--- config.mk ---
export PLATFORM = sky130hd
export DESIGN_NAME = pipe_stage_reg_flat
export DESIGN_NICKNAME = d
export VERILOG_FILES = /design/src/rtl/pipe_stage_reg_pkg.sv /design/src/rtl/pipe_stage_reg_if.sv /design/src/rtl/pipe_stage_reg_slot.sv /design/src/rtl/pipe_stage_reg.sv /design/src/flat_wrapper.sv
export SDC_FILE = /design/constraint.sdc
export NUM_CORES = 1
export LEC_CHECK = 0
export ABC_AREA = 1
export ABC_CLOCK_PERIOD_IN_PS = 1650
export CAP_MARGIN = 25
export CORE_MARGIN = 4
export CORE_UTILIZATION = 30
export DETAILED_ROUTE_END_ITERATION = 10
export HOLD_SLACK_MARGIN = 0.15
export PLACE_DENSITY_LB_ADDON = 0.08
export SETUP_SLACK_MARGIN = 0.15
export SYNTH_ARGS = -nofsm -noshare
export SYNTH_HDL_FRONTEND = slang
export SYNTH_SLANG_ARGS = --single-unit
--- constraint.sdc ---
create_clock -name Clk -period 1.65 [get_ports Clk]
set_input_delay 0.165 -clock Clk [delete_from_list [all_inputs] [get_ports Clk]]
set_output_delay 0.165 -clock Clk [all_outputs]
set_load 0.05 [all_outputs]
--- src/rtl/pipe_stage_reg_pkg.sv ---
// Shared types and constants for the pipeline-stage register: occupancy states,
// default field widths and the EX/MEM control-bit layout.
package pipe_pkg;

  localparam int DEF_CTRL_W = 9;
  localparam int DEF_DATA_W = 101;

  // Control-field bit offsets; two-bit fields give their least significant bit.
  localparam int CTRL_MEMTOREG = 0;
  localparam int CTRL_REGWRITE = 1;
  localparam int CTRL_MEMWRITE = 2;
  localparam int CTRL_MEMREAD  = 4;
  localparam int CTRL_BRANCH   = 6;
  localparam int CTRL_ZERO     = 7;
  localparam int CTRL_JUMP     = 8;

  typedef enum logic [1:0] {
    ST_EMPTY = 2'd0,
    ST_ONE   = 2'd1,
    ST_TWO   = 2'd2
  } occ_state_e;

  function automatic logic [DEF_CTRL_W-1:0] ctrl_pack(
    input logic       memToReg,
    input logic       regWrite,
    input logic [1:0] memWrite,
    input logic [1:0] memRead,
    input logic       branch,
    input logic       zero,
    input logic       jump
  );
    logic [DEF_CTRL_W-1:0] c;
    c = '0;
    c[CTRL_MEMTOREG]        = memToReg;
    c[CTRL_REGWRITE]        = regWrite;
    c[CTRL_MEMWRITE +: 2]   = memWrite;
    c[CTRL_MEMREAD +: 2]    = memRead;
    c[CTRL_BRANCH]          = branch;
    c[CTRL_ZERO]            = zero;
    c[CTRL_JUMP]            = jump;
    return c;
  endfunction

  // True when a control word would write architectural state downstream.
  function automatic logic ctrl_has_side_effect(input logic [DEF_CTRL_W-1:0] c);
    return c[CTRL_REGWRITE] | (|c[CTRL_MEMWRITE +: 2]);
  endfunction

endpackage

--- src/rtl/pipe_stage_reg_if.sv ---
// Upstream/downstream handshake bundle of a pipeline-stage register.
// master = the surrounding pipeline, slave = the stage itself.
interface pipe_stage_reg_if
  import pipe_pkg::*;
#(
  parameter int CTRL_W = DEF_CTRL_W,
  parameter int DATA_W = DEF_DATA_W
);

  logic              In_valid;
  logic              In_ready;
  logic [CTRL_W-1:0] In_ctrl;
  logic [DATA_W-1:0] In_data;
  logic              Flush;
  logic              Out_valid;
  logic              Out_ready;
  logic [CTRL_W-1:0] Out_ctrl;
  logic [DATA_W-1:0] Out_data;

  modport master (
    output In_valid, In_ctrl, In_data, Flush, Out_ready,
    input  In_ready, Out_valid, Out_ctrl, Out_data
  );

  modport slave (
    input  In_valid, In_ctrl, In_data, Flush, Out_ready,
    output In_ready, Out_valid, Out_ctrl, Out_data
  );

endinterface

--- src/rtl/pipe_stage_reg_slot.sv ---
// One storage entry of the stage: valid bit plus control and data fields.
// Clear wins over load; clear only drops valid so the data field keeps its value.
module pipe_stage_slot
  import pipe_pkg::*;
#(
  parameter int CTRL_W = DEF_CTRL_W,
  parameter int DATA_W = DEF_DATA_W
) (
  input  logic              Clk,
  input  logic              Rst_n,
  input  logic              load_i,
  input  logic              clear_i,
  input  logic [CTRL_W-1:0] ctrl_i,
  input  logic [DATA_W-1:0] data_i,
  output logic              valid_o,
  output logic [CTRL_W-1:0] ctrl_o,
  output logic [DATA_W-1:0] data_o
);

  logic              valid_q, valid_d;
  logic [CTRL_W-1:0] ctrl_q, ctrl_d;
  logic [DATA_W-1:0] data_q, data_d;

  always_comb begin
    valid_d = valid_q;
    ctrl_d  = ctrl_q;
    data_d  = data_q;
    if (clear_i) begin
      valid_d = 1'b0;
    end else if (load_i) begin
      valid_d = 1'b1;
      ctrl_d  = ctrl_i;
      data_d  = data_i;
    end
  end

  always_ff @(posedge Clk or negedge Rst_n) begin
    if (!Rst_n) begin
      valid_q <= 1'b0;
      ctrl_q  <= '0;
      data_q  <= '0;
    end else begin
      valid_q <= valid_d;
      ctrl_q  <= ctrl_d;
      data_q  <= data_d;
    end
  end

  assign valid_o = valid_q;
  assign ctrl_o  = ctrl_q;
  assign data_o  = data_q;

endmodule

--- src/rtl/pipe_stage_reg.sv ---
// Pipeline-stage register with valid/ready flow control, flush and bubble gating.
// Define PIPE_STAGE_SKID_EN for the 2-entry skid build with a registered In_ready.
module pipe_stage_reg
  import pipe_pkg::*;
#(
  parameter int CTRL_W = DEF_CTRL_W,
  parameter int DATA_W = DEF_DATA_W
) (
  input  logic             Clk,
  input  logic             Rst_n,
  pipe_stage_reg_if.slave  bus
);

  logic              inReady;
  logic              accept;
  logic              consume;
  logic              mainLoad;
  logic              mainClear;
  logic [CTRL_W-1:0] mainCtrlIn;
  logic [DATA_W-1:0] mainDataIn;
  logic              mainValid;
  logic [CTRL_W-1:0] mainCtrl;
  logic [DATA_W-1:0] mainData;

  assign accept  = bus.In_valid && inReady;
  assign consume = mainValid && bus.Out_ready;

  pipe_stage_slot #(.CTRL_W(CTRL_W), .DATA_W(DATA_W)) u_main (
    .Clk     (Clk),
    .Rst_n   (Rst_n),
    .load_i  (mainLoad),
    .clear_i (mainClear),
    .ctrl_i  (mainCtrlIn),
    .data_i  (mainDataIn),
    .valid_o (mainValid),
    .ctrl_o  (mainCtrl),
    .data_o  (mainData)
  );

`ifdef PIPE_STAGE_SKID_EN
  occ_state_e        state_q, state_d;
  logic              skidLoad;
  logic              skidClear;
  logic              skidValid;
  logic [CTRL_W-1:0] skidCtrl;
  logic [DATA_W-1:0] skidData;

  pipe_stage_slot #(.CTRL_W(CTRL_W), .DATA_W(DATA_W)) u_skid (
    .Clk     (Clk),
    .Rst_n   (Rst_n),
    .load_i  (skidLoad),
    .clear_i (skidClear),
    .ctrl_i  (bus.In_ctrl),
    .data_i  (bus.In_data),
    .valid_o (skidValid),
    .ctrl_o  (skidCtrl),
    .data_o  (skidData)
  );

  always_ff @(posedge Clk or negedge Rst_n) begin
    if (!Rst_n) state_q <= ST_EMPTY;
    else        state_q <= state_d;
  end

  always_comb begin
    state_d = state_q;
    if (bus.Flush) begin
      state_d = ST_EMPTY;
    end else begin
      case (state_q)
        ST_EMPTY: if (accept) state_d = ST_ONE;
        ST_ONE: begin
          if (consume && !accept)      state_d = ST_EMPTY;
          else if (!consume && accept) state_d = ST_TWO;
        end
        ST_TWO:   if (consume) state_d = ST_ONE;
        default:  state_d = ST_EMPTY;
      endcase
    end
  end

  // In ONE a beat that cannot go to main (main still stalled) lands in skid;
  // in TWO a consume refills main from skid so arrival order is preserved.
  always_comb begin
    mainLoad   = 1'b0;
    mainClear  = 1'b0;
    mainCtrlIn = bus.In_ctrl;
    mainDataIn = bus.In_data;
    skidLoad   = 1'b0;
    skidClear  = 1'b0;
    if (bus.Flush) begin
      mainClear = 1'b1;
      skidClear = 1'b1;
    end else begin
      case (state_q)
        ST_EMPTY: mainLoad = accept;
        ST_ONE: begin
          if (consume) begin
            mainLoad  = accept;
            mainClear = !accept;
          end else begin
            skidLoad = accept;
          end
        end
        ST_TWO: begin
          if (consume && skidValid) begin
            mainLoad   = 1'b1;
            mainCtrlIn = skidCtrl;
            mainDataIn = skidData;
            skidClear  = 1'b1;
          end
        end
        default: begin
          mainClear = 1'b1;
          skidClear = 1'b1;
        end
      endcase
    end
  end

  assign inReady = (state_q != ST_TWO);
`else
  assign inReady = !mainValid || bus.Out_ready;

  always_comb begin
    mainLoad   = accept;
    mainClear  = bus.Flush || (consume && !accept);
    mainCtrlIn = bus.In_ctrl;
    mainDataIn = bus.In_data;
  end
`endif

  // Bubble gating keeps an empty stage from asserting any control bit downstream.
  assign bus.In_ready  = inReady;
  assign bus.Out_valid = mainValid;
  assign bus.Out_ctrl  = mainValid ? mainCtrl : '0;
  assign bus.Out_data  = mainData;

endmodule

--- src/flat_wrapper.sv ---
// flat-port wrapper written by rule: the top's interface ports become plain ports
module pipe_stage_reg_flat import pipe_pkg::*;
#(
  parameter int CTRL_W = DEF_CTRL_W,
  parameter int DATA_W = DEF_DATA_W
)
  (Clk, Rst_n, bus_In_valid, bus_In_ctrl, bus_In_data, bus_Flush, bus_Out_ready, bus_In_ready, bus_Out_valid, bus_Out_ctrl, bus_Out_data);
  pipe_stage_reg_if #(.CTRL_W(CTRL_W), .DATA_W(DATA_W)) bus_i ();
  input  logic Clk;
  input  logic Rst_n;
  input wire logic [$bits(bus_i.In_valid)-1:0] bus_In_valid;
  input wire logic [$bits(bus_i.In_ctrl)-1:0] bus_In_ctrl;
  input wire logic [$bits(bus_i.In_data)-1:0] bus_In_data;
  input wire logic [$bits(bus_i.Flush)-1:0] bus_Flush;
  input wire logic [$bits(bus_i.Out_ready)-1:0] bus_Out_ready;
  output wire logic [$bits(bus_i.In_ready)-1:0] bus_In_ready;
  output wire logic [$bits(bus_i.Out_valid)-1:0] bus_Out_valid;
  output wire logic [$bits(bus_i.Out_ctrl)-1:0] bus_Out_ctrl;
  output wire logic [$bits(bus_i.Out_data)-1:0] bus_Out_data;
  assign bus_i.In_valid = bus_In_valid;
  assign bus_i.In_ctrl = bus_In_ctrl;
  assign bus_i.In_data = bus_In_data;
  assign bus_i.Flush = bus_Flush;
  assign bus_i.Out_ready = bus_Out_ready;
  assign bus_In_ready = bus_i.In_ready;
  assign bus_Out_valid = bus_i.Out_valid;
  assign bus_Out_ctrl = bus_i.Out_ctrl;
  assign bus_Out_data = bus_i.Out_data;
  pipe_stage_reg #(.CTRL_W(CTRL_W), .DATA_W(DATA_W)) u_core (.Clk(Clk), .Rst_n(Rst_n), .bus(bus_i));
endmodule
### Word-level counts from Yosys, hierarchy flattened

Cells that the tools add are included.
Widths: inputs -> output; s select.

| storage, ports and cells | value |
|---|---|
| flip-flop bits (word level) | 111 |
| latch bits | 0 |
| bits in writable memories | 0 |
| memory bits (read-only) | 0 |
| input port bits | 115 |
| output and inout bits | 112 |
| word-level logic and storage cells | 16 |
| memories | 0 |

| cells by class | value |
|---|---|
| $add $sub $neg | 0 |
| $mul | 0 |
| div/mod/pow operators | 0 |
| magnitude comparators | 0 |
| eq/ne operators | 0 |
| shift operators | 0 |
| muxes and demuxes | 3 |
| bitwise gates (word level) | 1 |
| reductions and logical operators | 9 |

Operator list:

| kind | number |
|---|---|
| $mux 9 | 1 |
| $logic_and 1x1->1 | 3 |
| $logic_not 1->1 | 2 |
| $logic_or 1x1->1 | 2 |
| $mux 1 | 2 |
| $reduce_and 2->1 | 1 |
| $reduce_bool 2->1 | 1 |
| $not 1->1 | 1 |

### Depth between registers and ports, before layout

| depth | value |
|---|---|
| depth after elaboration | 8 |
| mapped depth | 7 |
| mapped depth without buffers | 5 |

### Modules after synthesis

From an unflattened synthesis, not the netlist that was laid out.

| unflattened totals | value |
|---|---|
| cells, all modules | 507 |
| area total of the unflattened synthesis | 4476.8 um^2 |

By module, submodules not included:

| module | times used | cells each | area an instance (um^2) | sequential area each (um^2) |
|---|---|---|---|---|
| pipe_stage_slot | 1 | 481 | 4369.2 | 2777.7 |
| pipe_stage_reg | 1 | 26 | 107.6 | 0.0 |

### Worst setup path after synthesis

Ideal clock, no wire load.

| timing | value |
|---|---|
| path kind | reg-to-reg |
| start | reg u_core.u_main.valid_q, in the netlist u_core.u_main.valid_o |
| end | reg u_core.u_main.data_q[10], in the netlist u_core.u_main.data_o[10] |
| setup time | 0.119 ns |
| arrival | 1.346 ns |
| required time | 1.531 ns |
| slack | 0.185 ns |
| stages on the path, launching flop included | 7 |
| buffers on the path | 3 |
| clock period less this slack | 1.465 ns |
| path through | dfrtp_1 > buf_4 > nand2_4 > buf_4 > buf_2 > nand3_1 > nand2_1 |

| on the way | value |
|---|---|
| word-level cells in the longest chain between the ends | 8 |
| elaborated cells between the ends (all ways) | 9 |
| those cells by class | bitwise (1); reduce/logical (8) |

RTL lines:

| element | RTL line | source |
|---|---|---|
| start: declaration | pipe_stage_reg_slot.sv:20 | `logic valid_q, valid_d;` |
| start signal: assignment | pipe_stage_reg_slot.sv:43 | `valid_q <= valid_d;` |
| $logic_not 1->1 | pipe_stage_reg.sv:123 | `assign inReady = !mainValid \|\| bus.Out_ready;` |
| $logic_or 1x1->1 | pipe_stage_reg.sv:123 |  |
| $logic_and 1x1->1 | pipe_stage_reg.sv:25 | `assign accept = bus.In_valid && inReady;` |
| $logic_not 1->1 | pipe_stage_reg.sv:127 | `mainClear = bus.Flush \|\| (consume && !accept);` |
| $logic_and 1x1->1 | pipe_stage_reg.sv:127 |  |
| $logic_or 1x1->1 | pipe_stage_reg.sv:127 |  |
| $not 1->1 (no source line) | -- |  |
| $reduce_and 2->1 (no source line) * | -- |  |
| end signal: assignment | pipe_stage_reg_slot.sv:45 | `data_q <= data_d;` |
| end: declaration | pipe_stage_reg_slot.sv:22 | `logic [DATA_W-1:0] data_q, data_d;` |

Mark *: on every way between the ends. The rest lies on a longest branch, timed or not.
A chain may end at the register's enable or synchronous reset.

### Worst setup path in the final report

| timing | value |
|---|---|
| start | reg u_core.u_main.valid_q, in the netlist u_core.u_main.valid_o |
| end | out bus_In_ready |

| on the way | value |
|---|---|
| word-level cells in the longest chain between the ends | 2 |

RTL lines:

| element | RTL line | source |
|---|---|---|
| $logic_not 1->1 | pipe_stage_reg.sv:123 |  |
| $logic_or 1x1->1 | pipe_stage_reg.sv:123 |  |
| end: declaration | flat_wrapper.sv:16 | `output wire logic [$bits(bus_i.In_ready)-1:0] bus_In_ready;` |

Every way passes these cells.

==> results.py <==
metrics = {
    "sta": {
        "period_share_pct": 86.3,
        "tightest_slew_ns": 0.651,
        "hold_viol_final": 0,
        "setup_tns_ns": 0,
        "slew_headroom_pct": 56.6,
        "max_freq_mhz": 702,
        "clock_skew_ns": 0.00705,
        "rsz0062_at_grt": "false",
        "setup_viol": 0,
        "fin_crit_ns": 1.42,
        "slew_violations": 0,
    },
    "power_and_ir_drop": {
        "p_clk_share_pct": 27.5,
        "combPwrFrac_pct": 34.1,
        "powerDensity_nw_per_um2": 1220,
        "pwr-share-seq_pct": 38.4,
        "p_leak_nw": 3.72,
        "power_switching_mw": 3.21,
        "intPower_mw": 5.50,
        "ir_worst_vdd_v": 0.000551,
        "p_total_mw": 8.71,
        "swShare_pct": 36.9,
    },
    "final_layout": {
        "most-common-layout-cells": "nand2_1, clkdlybuf4s50_1, dfrtp_1",
        "syn_to_final_growth_pct": 59.2,
        "final_nets": 827,
        "design_area_um2": 7120,
        "layout_commonest_cell": "nand2_1",
        "diodes": 0,
        "final_layout_size_suffix_gt1_share_pct": 19.4,
        "final_core_util_pct": 48.8,
    },
    "grt": {
        "grt_pass1_wl_um": 21900,
        "grt-ovfl-total": 0,
        "track_usage_pct": 16.6,
        "grt_pass1_vias": 4117,
        "grt_antenna_before_repair": 0,
        "grt_max_degree": 112,
    },
    "clocking": {
        "clk-insertion-delay-late_ns": 0.34,
        "cts_made_buffers": 9,
        "cts_setup_buffers": 0,
        "root_buffer": "clkbuf_16",
        "clock_path_buffers": 2,
        "cts_sinks": 111,
        "clk_pin_slew_ns": 0.07,
        "cts_tree": "built",
        "htree_levels": 3,
    },
    "synthesis": {
        "yosysWarnings": 0,
        "synth.avg_cell_area_um2": 8.91,
        "ys_ff_latch": 111,
        "synth_nets": 617,
        "syn_area_um2": 4470,
        "synthCells": 502,
        "synth_cell_types": 10,
        "ys_seq_area_share_pct": 62.1,
    },
    "critical_path": {
        "startpoint_type": "flop",
        "rr_startpoint": "u_core.u_main.valid_o$_DFFE_PN0P_",
        "crit_fanout": 29,
        "critical_path.max_stage_delay_ns": 0.42,
        "cpLargestDelayFamily": "flip-flops",
        "critPathBufInv": 2,
        "end_kind": "output port",
        "crit_type": "reg -> out",
        "cp.arrival_ns": 1.26,
        "ff2ff_path_depth": 5,
        "worstPathRequired_ns": 1.48,
        "worst_path_max_delay_cell": "dfrtp_1",
        "crit_top_cell": "buf_12",
        "path_cells": "nand2_4 > buf_12 > buf_12",
        "r2r-end": "u_core.u_main.data_o[52]$_DFFE_PN0P_",
        "ff2ff_setup_slack_ns": 0.49,
    },
    "floorplan": {
        "io_pins": 227,
        "core_area_um2": 14600,
        "num_rows": 44,
        "die_w_um": 130,
        "die-area_um2": 16900,
        "initial_core_util_pct": 30.6,
        "die_y_um": 130,
    },
    "routing": {
        "routed_wl_um": 14100,
        "first_pass_iters": 4,
        "ant_nets": 0,
        "drc": 0,
        "drtIter0Drc": 137,
        "via_count": 4078,
        "avgRoutedWirePerCell_um": 15.7,
        "viasPerCell": 4.53,
    },
    "hold_path": {
        "min_to": "u_core.u_main.data_o[28]$_DFFE_PN0P_",
        "hold_path_class": "in -> reg",
        "hold_path_startpoint": "bus_In_data[28]",
        "hold-path-cell-count": 3,
    },
    "placed_design": {
        "io_buffers": 226,
        "place_congestion": 0.731,
        "detailed_place_hpwl_um": 9560,
        "dpl-instance-area_um2": 6780,
    },
    "job": {
        "cap_violations": 0,
    },
    "status": {
        "outcome": "complete, no violations",
    },
}
logic make-up (layout without fill, tap and decap cells):
logic type / Yosys count / count (layout) / synth area share, %
buffers and inverters: 48 / 263 / 5.74
AND/OR/NAND/NOR: 342 / 342 / 32.0
AO/OA/AOI/OAI: 1 / 1 / 0.112
flip-flops: 111 / 111 / 62.1
timing repair:
| action | CTS | global route |
|---|---|---|
| resized for setup | 2 | 1 |
| endpoints found under the hold margin | 111 | 0 |
| hold buffers | 1 | 0 |
| endpoints found under the setup margin | 2 | 2 |
| gates cloned | 0 | 0 |
Yosys cell counts, drive strengths merged:
cell / number / share of area, %
inv: 11 / 0.92
nand2: 231 / 20
nor2: 1 / 0.14
a21oi: 1 / 0.11
buf: 35 / 4.6
dfrtp: 111 / 62
nand3: 110 / 12
clkbuf: 2 / 0.17
power by group through the flow:
| stage | Combinational, mW | Clock [mW] | Sequential (mW) |
|---|---|---|---|
| 2_1_floorplan | 0.520 | 0 | 4.65 |
| 3_3_place_gp | 2.99 | 0 | 3.38 |
| 3_5_place_dp | 3.02 | 0 | 3.38 |
| 4_1_cts | 3.01 | 2.50 | 3.34 |
| 5_1_grt | 3.15 | 2.60 | 3.39 |
| 6_report | 2.97 | 2.40 | 3.34 |
final cells by class:
cell class | count | area [µm²]
tap | 184 | 230
fill | 1375 | 7470
clock buffer | 11 | 253
sequential | 111 | 2780
multi-input combinational | 343 | 1450
timing repair buffer | 236 | 2290
clock inverter | 5 | 78.8
inverter | 11 | 41.3
worst min-delay path, delay by kind of cell:
| kind | cells | cell delay [ns] |
|---|---|---|
| buffers and inverters | 1 | 0.39 |
| AND/OR/NAND/NOR | 2 | 0.13 |
worst max path at each step:
stage	startpoint	end	cells after the start
global route	u_core.u_main.valid_o$_DFFE_PN0P_	bus_In_ready	3
detailed placement	bus_In_valid	u_core.u_main.data_o[52]$_DFFE_PN0P_	7
floorplan	u_core.u_main.valid_o$_DFFE_PN0P_	u_core.u_main.data_o[10]$_DFFE_PN0P_	6
CTS	u_core.u_main.valid_o$_DFFE_PN0P_	bus_Out_ctrl[4]	4
finish	u_core.u_main.valid_o$_DFFE_PN0P_	bus_In_ready	3
global placement	bus_In_valid	u_core.u_main.data_o[9]$_DFFE_PN0P_	7
layer usage:
layer	wire, µm	share of wire [%]	up-vias	global-route usage, %
li1	-	-	2000	-
met1	5860	42	1925	20.7
met2	6820	48	133	26.7
met3	1090	7.7	20	5.20
met5	0	0	-	0
met4	342	2.4	0	6.72
through the flow:
stage,std cells,hold slack (ns),worst slack (ns)
floorplan,502,-0.131,0.185
global placement,884,0.304,0.195
detailed placement,884,0.301,0.176
CTS,901,0.351,0.189
global route,901,0.366,0.171
finish,901,0.371,0.226
sequential cells by signal, summed over array words and instances, names as in the netlist:
name and cells:
u_core.u_main.ctrl_o 9, u_core.u_main.data_o 101, u_core.u_main.valid_o 1
Power figures use the tool's default switching activity.
